==> src/rtl/rf_iterative_multiplier.sv <==
// Multi-cycle unsigned shift-add multiplier between a dual-read register-file RAM and its write port.
// Fetches two operands, iterates one partial product per cycle, then writes the low half back.
module rf_iterative_multiplier #(
    parameter int DATA_WIDTH = 16,
    parameter int ADDR_WIDTH = 8
) (
    input  logic                  Clock,
    input  logic                  Reset,
    input  logic                  iStart,
    input  logic [ADDR_WIDTH-1:0] iSourceA,
    input  logic [ADDR_WIDTH-1:0] iSourceB,
    input  logic [ADDR_WIDTH-1:0] iDest,
    output logic [ADDR_WIDTH-1:0] oReadAddress0,
    output logic [ADDR_WIDTH-1:0] oReadAddress1,
    input  logic [DATA_WIDTH-1:0] iOperandA,
    input  logic [DATA_WIDTH-1:0] iOperandB,
    output logic                  oWriteEnable,
    output logic [ADDR_WIDTH-1:0] oWriteAddress,
    output logic [DATA_WIDTH-1:0] oWriteData,
    output logic [DATA_WIDTH-1:0] oResultHigh,
    output logic                  oOverflow,
    output logic                  oBusy,
    output logic                  oDone
);

    localparam int CNT_W = $clog2(DATA_WIDTH) + 1;

    typedef enum logic [2:0] {
        S_IDLE,
        S_FETCH,
        S_LOAD,
        S_MULT,
        S_WRITE
    } state_t;

    state_t                  state_q,          state_d;
    logic [ADDR_WIDTH-1:0]   read_addr0_q,     read_addr0_d;
    logic [ADDR_WIDTH-1:0]   read_addr1_q,     read_addr1_d;
    logic [ADDR_WIDTH-1:0]   dest_q,           dest_d;
    logic [DATA_WIDTH-1:0]   multiplicand_q,   multiplicand_d;
    logic [DATA_WIDTH-1:0]   multiplier_q,     multiplier_d;
    logic [2*DATA_WIDTH-1:0] acc_q,            acc_d;
    logic [CNT_W-1:0]        count_q,          count_d;
    logic                    write_en_q,       write_en_d;
    logic [ADDR_WIDTH-1:0]   write_addr_q,     write_addr_d;
    logic [DATA_WIDTH-1:0]   write_data_q,     write_data_d;
    logic [DATA_WIDTH-1:0]   result_high_q,    result_high_d;
    logic                    overflow_q,       overflow_d;
    logic                    busy_q,           busy_d;
    logic                    done_q,           done_d;

    logic [DATA_WIDTH:0]     partial_sum;
    logic [2*DATA_WIDTH-1:0] acc_step;

    // One shift-add step: the carry out of the upper-half add becomes the new MSB after the shift.
    assign partial_sum = {1'b0, acc_q[2*DATA_WIDTH-1:DATA_WIDTH]}
                       + (multiplier_q[0] ? {1'b0, multiplicand_q} : '0);
    assign acc_step    = {partial_sum, acc_q[DATA_WIDTH-1:1]};

    always_comb begin
        // NOTE: every *_d gets a default here so no path through the case leaves one unassigned (no latch).
        state_d        = state_q;
        read_addr0_d   = read_addr0_q;
        read_addr1_d   = read_addr1_q;
        dest_d         = dest_q;
        multiplicand_d = multiplicand_q;
        multiplier_d   = multiplier_q;
        acc_d          = acc_q;
        count_d        = count_q;
        write_en_d     = 1'b0;
        done_d         = 1'b0;
        write_addr_d   = write_addr_q;
        write_data_d   = write_data_q;
        result_high_d  = result_high_q;
        overflow_d     = overflow_q;

        unique case (state_q)
            S_IDLE: begin
                if (iStart) begin
                    read_addr0_d = iSourceA;
                    read_addr1_d = iSourceB;
                    dest_d       = iDest;
                    state_d      = S_FETCH;
                end
            end
            S_FETCH: begin
                state_d = S_LOAD;
            end
            S_LOAD: begin
                multiplicand_d = iOperandA;
                multiplier_d   = iOperandB;
                acc_d          = '0;
                count_d        = '0;
                state_d        = S_MULT;
            end
            S_MULT: begin
                acc_d        = acc_step;
                multiplier_d = multiplier_q >> 1;
                count_d      = count_q + CNT_W'(1);
                // Last iteration: load the write-back outputs from the final accumulator value.
                if (count_q == CNT_W'(DATA_WIDTH - 1)) begin
                    state_d       = S_WRITE;
                    write_en_d    = 1'b1;
                    done_d        = 1'b1;
                    write_addr_d  = dest_q;
                    write_data_d  = acc_step[DATA_WIDTH-1:0];
                    result_high_d = acc_step[2*DATA_WIDTH-1:DATA_WIDTH];
                    overflow_d    = |acc_step[2*DATA_WIDTH-1:DATA_WIDTH];
                end
            end
            S_WRITE: begin
                state_d = S_IDLE;
            end
            default: begin
                state_d = S_IDLE;
            end
        endcase

        busy_d = (state_d != S_IDLE);
    end

    // NOTE: sequential state uses non-blocking assignments so every flop samples pre-edge values.
    always_ff @(posedge Clock or negedge Reset) begin
        if (!Reset) begin
            state_q        <= S_IDLE;
            read_addr0_q   <= '0;
            read_addr1_q   <= '0;
            dest_q         <= '0;
            multiplicand_q <= '0;
            multiplier_q   <= '0;
            acc_q          <= '0;
            count_q        <= '0;
            write_en_q     <= 1'b0;
            write_addr_q   <= '0;
            write_data_q   <= '0;
            result_high_q  <= '0;
            overflow_q     <= 1'b0;
            busy_q         <= 1'b0;
            done_q         <= 1'b0;
        end else begin
            state_q        <= state_d;
            read_addr0_q   <= read_addr0_d;
            read_addr1_q   <= read_addr1_d;
            dest_q         <= dest_d;
            multiplicand_q <= multiplicand_d;
            multiplier_q   <= multiplier_d;
            acc_q          <= acc_d;
            count_q        <= count_d;
            write_en_q     <= write_en_d;
            write_addr_q   <= write_addr_d;
            write_data_q   <= write_data_d;
            result_high_q  <= result_high_d;
            overflow_q     <= overflow_d;
            busy_q         <= busy_d;
            done_q         <= done_d;
        end
    end

    assign oReadAddress0 = read_addr0_q;
    assign oReadAddress1 = read_addr1_q;
    assign oWriteEnable  = write_en_q;
    assign oWriteAddress = write_addr_q;
    assign oWriteData    = write_data_q;
    assign oResultHigh   = result_high_q;
    assign oOverflow     = overflow_q;
    assign oBusy         = busy_q;
    assign oDone         = done_q;

endmodule

==> config.mk <==
export PLATFORM = sky130hd
export DESIGN_NAME = rf_iterative_multiplier
export DESIGN_NICKNAME = d
export VERILOG_FILES = /design/src/rtl/rf_iterative_multiplier.sv
export SDC_FILE = /design/constraint.sdc
export NUM_CORES = 1
export LEC_CHECK = 0
export ABC_AREA = 1
export CAP_MARGIN = 0
export CORE_MARGIN = 2
export CORE_UTILIZATION = 50
export CTS_BUF_LIST = sky130_fd_sc_hd__clkbuf_8
export CTS_CLUSTER_DIAMETER = 30
export DETAILED_ROUTE_END_ITERATION = 8
export PLACE_DENSITY = 0.86
export SLEW_MARGIN = 20
export SYNTH_ARGS = -nofsm -noshare
export SYNTH_HDL_FRONTEND = slang
export SYNTH_SLANG_ARGS = --single-unit
==> constraint.sdc <==
create_clock -name Clock -period 4.26 [get_ports Clock]
set_input_delay 0.639 -clock Clock [delete_from_list [all_inputs] [get_ports Clock]]
set_output_delay 0.639 -clock Clock [all_outputs]
set_load 0.005 [all_outputs]
======== Word-level counts from Yosys, hierarchy flattened ========
Index checks and enable logic that the tools add are counted.
W data, S select, Z words.
storage, ports and cells
  register bits after elaboration ......... 139
  logic and storage cells ................. 35
  memories kept ........................... 0
  RAM bits ................................ 0
  bits in latches ......................... 0
  output and inout bits ................... 60
  ROM bits ................................ 0
  input bits .............................. 59
cells by class
  add/subtract/negate cells ............... 2
  shift operators ......................... 0
  eq/ne operators ......................... 4
  bitwise operators ....................... 0
  order comparisons ....................... 0
  $mul .................................... 0
  reductions and logical operators ........ 6
  divide/modulo/power cells ............... 0
  muxes and demuxes ....................... 9
operators with widths
  kind                   number
  $pmux W32 S2           1
  $pmux W16 S2           1
  $add A16 B16 Y17       1
  $mux W16               1
  $reduce_or A16 Y1      1
  $pmux W3 S4            1
  $pmux W5 S2            1
  $eq A3 B2 Y1 const B   2
  $mux W3                2
  $add A5 B1 Y5 const B  1
  $eq A5 B4 Y1 const B   1
  $reduce_and A2 Y1      2
  $eq A3 B1 Y1 const B   1
  $logic_not A3 Y1       1
  $reduce_bool A3 Y1     1
  $mux W1                2
  $reduce_bool A2 Y1     1

======== Logic depth before layout (Yosys ltp) ========
  depth in word-level cells ............... 4
  gate-level depth with buffers ........... 20

======== Least setup slack after synthesis ========
Ideal clock, no wire load.
  path type ............................... reg2reg
  from .................................... register multiplier_q[0]
  to ...................................... register overflow_q (netlist: oOverflow)
  setup time .............................. 0.117 ns
  buffers on the path ..................... 2
  clock period less this slack ............ 2.446 ns
  path slack .............................. 1.814 ns
  arrival time ............................ 2.329 ns
  required time ........................... 4.143 ns
  stages on the path, launching flop included .. 20
  cell sequence ........................... dfrtp_1 > clkbuf_1 > clkbuf_1 > nand2_1 > inv_1 > ha_1 > inv_1 > fa_1 > inv_1 > nand2_1 > nand2_1 > nand3_1 > nand2_1 > nand3_1 > nor2_2 > nand2_1 > nor2_2 > nand3_1 > nor2_1 > nor2_1
between the ends
  word-level cells in the longest chain between the ends .. 3
ends and longest elaborated chain
  what                      line  RTL
  start: declaration        41    logic [DATA_WIDTH-1:0] multiplier_q, multiplier_d;
  start signal: assignment  146   multiplier_q <= multiplier_d;
  $mux W16                  57    + (multiplier_q[0] ? {1'b0, multiplicand_q} : '0);
  $add A16 B16 Y17          57
  $reduce_or A16 Y1         108   overflow_d = |acc_step[2*DATA_WIDTH-1:DATA_WIDTH];
  end signal: assignment    153   overflow_q <= overflow_d;
  end: declaration          48    logic overflow_q, overflow_d;
Every way passes these cells.
A chain may end at the register's enable or synchronous reset.

======== Final worst setup path ========
Ends and elaborated chain as after synthesis.

==> run summary <==
STA
--------------------------------------------------------------------------------------------------
Final period util ...................................................................        61.7%
Setup-failing EPs final .............................................................            0
Shortest period the worst path allows ...............................................      2.63 ns
RSZ-0062 raised after global routing ................................................        false
Tightest Pin Transition .............................................................      1.00 ns
Number of hold violations in the final report .......................................            0
Worst slew margin relative to its limit .............................................        33.0%
Skew final ..........................................................................    0.0117 ns
Total Neg Setup Slack ...............................................................         0 ns
Number of max-slew violations in the final report ...................................            0
Highest attainable clock frequency ..................................................      381 MHz

SYNTH
--------------------------------------------------------------------------------------------------
Synthesized cell area ...............................................................  0.00643 mm²
Number of flops mapped to enable cells by yosys .....................................            0
Mean instance size in the synthesized netlist .......................................     8.54 µm²
Syn nets ............................................................................          831
Yosys warns .........................................................................            0
Post-synthesis async set-or-reset flop share ........................................         100%
Seq/Total Area, Yosys ...............................................................        53.7%
Dominant register cell in the synthesized netlist ................................... sky130_fd_sc_hd__dfrtp_1
Number of flip-flops and latches in the synthesized netlist .........................          138
Cell count after synthesis ..........................................................          753
Count of unique library cells instantiated by Yosys .................................           38

ROUTING
--------------------------------------------------------------------------------------------------
Post-DR vias/cell ...................................................................         5.05
Remaining antenna violation count ...................................................            0
Length of the first detailed-routing pass in iterations .............................            5
Drt drc .............................................................................            0
DRC violation total after the first TritonRoute iteration ...........................          361
Final wirelength ....................................................................      15.2 mm
Number of vias in the routed layout .................................................         5310
Routed wire per std cell ............................................................      14.5 µm

DIE
--------------------------------------------------------------------------------------------------
Core box area .......................................................................   0.0126 mm²
Die span in y .......................................................................       117 µm
Horizontal die dimension ............................................................       117 µm
Std cell rows .......................................................................           41
DIE AREA ............................................................................   0.0138 mm²
I/O pin total .......................................................................          119
Initial Utilization .................................................................        51.1%

WORST SETUP PATH
--------------------------------------------------------------------------------------------------
Worst setup EP type .................................................................         flop
Class of the most critical setup path ...............................................   reg -> reg
Reg2reg path depth ..................................................................           17
Critical path data arrival time .....................................................      2.98 ns
Kind of launch point of the worst setup path ........................................         flop
Worst Path Max Fanout ...............................................................           17
Critical path required time .........................................................      4.61 ns

FINAL LAYOUT
--------------------------------------------------------------------------------------------------
Fraction of layout instances using a drive strength above 1 .........................        9.09%
FILL cells ..........................................................................         1043
Final layout net count ..............................................................          945
Area used by multi-input combinational logic ........................................  0.00247 mm²
Footprint of the flip-flops and latches .............................................  0.00345 mm²
ANT cells ...........................................................................            0
Layout area overhead ................................................................        25.7%
Layout Utilization ..................................................................        64.3%

PLACED DESIGN
--------------------------------------------------------------------------------------------------
GP Congestion .......................................................................        0.949
HPWL after detailed placement .......................................................      10.8 mm
I/O Buffers .........................................................................          118

GLOBAL ROUTING
--------------------------------------------------------------------------------------------------
Antenna violations before repair ....................................................            0
Gr usage total ......................................................................        23.3%
Pin count of the biggest net entering global routing ................................           82
Number of global-route vias before repair ...........................................         5300
Global-route wire length before repair ..............................................      25.6 mm
Sum of overflow across all layers after global routing ..............................            0

CLOCK NETWORK
--------------------------------------------------------------------------------------------------
Hold-fix buffer count after cts .....................................................            0
Setup fix buffers added after clock tree synthesis ..................................            0
Total clock sinks ...................................................................          138
Max clock buf depth .................................................................            2
Root buffer cell .................................................................... sky130_fd_sc_hd__clkbuf_8
Clock buffer count from CTS .........................................................           17
Clock tree from TritonCTS ...........................................................          yes
Htree depth .........................................................................            4
Clock latency on the worst-skew pair ................................................      0.45 ns
Clock transition time at the flip-flop clock pins of the worst setup and hold paths .      0.08 ns
Number of gates resized after CTS ...................................................            0

JOB
--------------------------------------------------------------------------------------------------
Max-cap violations ..................................................................            0

POWER AND IR DROP
--------------------------------------------------------------------------------------------------
PD cells ............................................................................   677 mW/mm²
Peak ir drop on the vdd network .....................................................     0.330 mV
Static leakage ......................................................................   0.00412 µW

WORST HOLD PATH
--------------------------------------------------------------------------------------------------
Worst hold path class ...............................................................  in -> async

STATUS
--------------------------------------------------------------------------------------------------
Outcome ............................................................................. finished, final reports clean

## placed cells by master (no fill, tap or decap), types with 6 or more instances in the layout
cell type / n
sky130_fd_sc_hd__a21oi_1: 12
sky130_fd_sc_hd__clkbuf_8: 18
sky130_fd_sc_hd__clkdlybuf4s50_1: 117
sky130_fd_sc_hd__clkinv_2: 6
sky130_fd_sc_hd__dfrtp_1: 138
sky130_fd_sc_hd__ha_1: 18
sky130_fd_sc_hd__inv_1: 97
sky130_fd_sc_hd__inv_2: 6
sky130_fd_sc_hd__mux2_2: 23
sky130_fd_sc_hd__nand2_1: 268
sky130_fd_sc_hd__nand3_1: 34
sky130_fd_sc_hd__nor2_1: 28
sky130_fd_sc_hd__o21ai_0: 32
sky130_fd_sc_hd__o21ai_1: 18
sky130_fd_sc_hd__o22ai_1: 16
## worst max-delay path, cell delays in order, from the launching register on
cell and delay [ns]:
sky130_fd_sc_hd__dfrtp_1 0.69, sky130_fd_sc_hd__nand2_1 0.10, sky130_fd_sc_hd__inv_1 0.08, sky130_fd_sc_hd__ha_1 0.18
sky130_fd_sc_hd__inv_1 0.06, sky130_fd_sc_hd__fa_1 0.40, sky130_fd_sc_hd__inv_1 0.11, sky130_fd_sc_hd__nand2_1 0.06
sky130_fd_sc_hd__nand2_1 0.08, sky130_fd_sc_hd__nand3_1 0.07, sky130_fd_sc_hd__nand2_1 0.12, sky130_fd_sc_hd__nand3_1 0.10
sky130_fd_sc_hd__nor2_2 0.10, sky130_fd_sc_hd__nand2_1 0.07, sky130_fd_sc_hd__nor2_2 0.09, sky130_fd_sc_hd__nand3_1 0.08
sky130_fd_sc_hd__nor2_1 0.11, sky130_fd_sc_hd__nor2_1 0.05
## sequential cells by signal, indices dropped and copies added, names as in the netlist, 3 cells and up
| signal | cells |
|---|---|
| oResultHigh | 16 |
| oWriteAddress | 8 |
| multiplier_q | 16 |
| oReadAddress1 | 8 |
| oWriteData | 16 |
| multiplicand_q | 16 |
| oReadAddress0 | 8 |
| state_q | 3 |
| count_q | 5 |
| dest_q | 8 |
| acc_q | 31 |
## power breakdown
group / leakage (µW) / internal [µW] / switching (µW)
logic: 0.00222 / 1040 / 1320
registers: 0.00172 / 1860 / 317
clock network: 0.000177 / 418 / 525
total: 0.00412 / 3320 / 2160
## logic make-up (layout without fill, tap and decap cells)
| kind of cell | count (synthesis) | in the layout | synth area share (%) |
|---|---|---|---|
| mux | 23 | 23 | 4.03 |
| compound gates | 89 | 89 | 7.73 |
| xor+xnor | 2 | 2 | 0.273 |
| flops | 138 | 138 | 53.7 |
| fa+ha+maj | 19 | 19 | 3.82 |
| buf+inv | 130 | 257 | 7.90 |
| simple gates | 352 | 352 | 22.5 |
## final cells by class
| cell class | count | share of cell area (%) |
|---|---|---|
| multi-input combinational | 485 | 30.5 |
| clock inverter | 14 | 1.22 |
| timing repair buffer | 122 | 15.0 |
| clock buffer | 18 | 3.07 |
| inverter | 103 | 4.78 |
| sequential | 138 | 42.7 |
| tap | 172 | 2.66 |
## metrics by stage
step | setup WS, ns | instances | cell area, µm² | hold slack (ns) | power (µW)
after floorplan | 1.81 | 753 | 6430 | 0.343 | 3530
after global placement | 1.80 | 1020 | 7730 | 0.446 | 4440
after detailed placement | 1.69 | 1020 | 7730 | 0.456 | 4540
after CTS | 1.67 | 1052 | 8080 | 0.235 | 5490
after global routing | 1.30 | 1052 | 8080 | 0.260 | 5910
final | 1.63 | 1052 | 8080 | 0.225 | 5470
## per-layer routing
layer / GRT usage (%) / share of wire (%) / vias to the layer above
met5: 0 / 0 / -
met4: 8.36 / 2.2 / 0
met3: 8.56 / 7.4 / 25
met2: 36.2 / 47 / 161
met1: 30.3 / 44 / 2524
li1: - / - / 2600
## cells in the mapped netlist (2+ instances only)
library cell	n	area, µm²
sky130_fd_sc_hd__mux2_2	23	259
sky130_fd_sc_hd__a21oi_1	12	60.1
sky130_fd_sc_hd__buf_2	7	35.0
sky130_fd_sc_hd__clkbuf_1	17	63.8
sky130_fd_sc_hd__nor2_2	4	25.0
sky130_fd_sc_hd__nand3_1	34	170
sky130_fd_sc_hd__o21ai_0	32	160
sky130_fd_sc_hd__and2_1	3	18.8
sky130_fd_sc_hd__inv_1	97	364
sky130_fd_sc_hd__o22ai_1	16	100
sky130_fd_sc_hd__nand2_2	3	18.8
sky130_fd_sc_hd__ha_1	18	225
sky130_fd_sc_hd__o211ai_1	5	37.5
sky130_fd_sc_hd__nand2_1	268	1010
sky130_fd_sc_hd__nand4_1	4	25.0
sky130_fd_sc_hd__o21ai_1	18	90.1
sky130_fd_sc_hd__dfrtp_1	138	3450
sky130_fd_sc_hd__nand3_2	2	20.0
sky130_fd_sc_hd__inv_2	6	22.5
sky130_fd_sc_hd__nor2_1	28	105
## worst paths after layout
kind	from	slack, ns	endpoint
hold reg to reg	dest_q[3]	0.47	oWriteAddress[3]
setup reg to reg	multiplier_q[0]	1.63	oOverflow
setup / recovery	multiplier_q[0]	1.63	oOverflow
hold / removal	Reset	0.22	oResultHigh[7]
max in group asynchronous	Reset	3.14	oWriteAddress[5]
min in group Clock	dest_q[3]	0.47	oWriteAddress[3]
No activity file was read; power rests on OpenSTA's default activity.
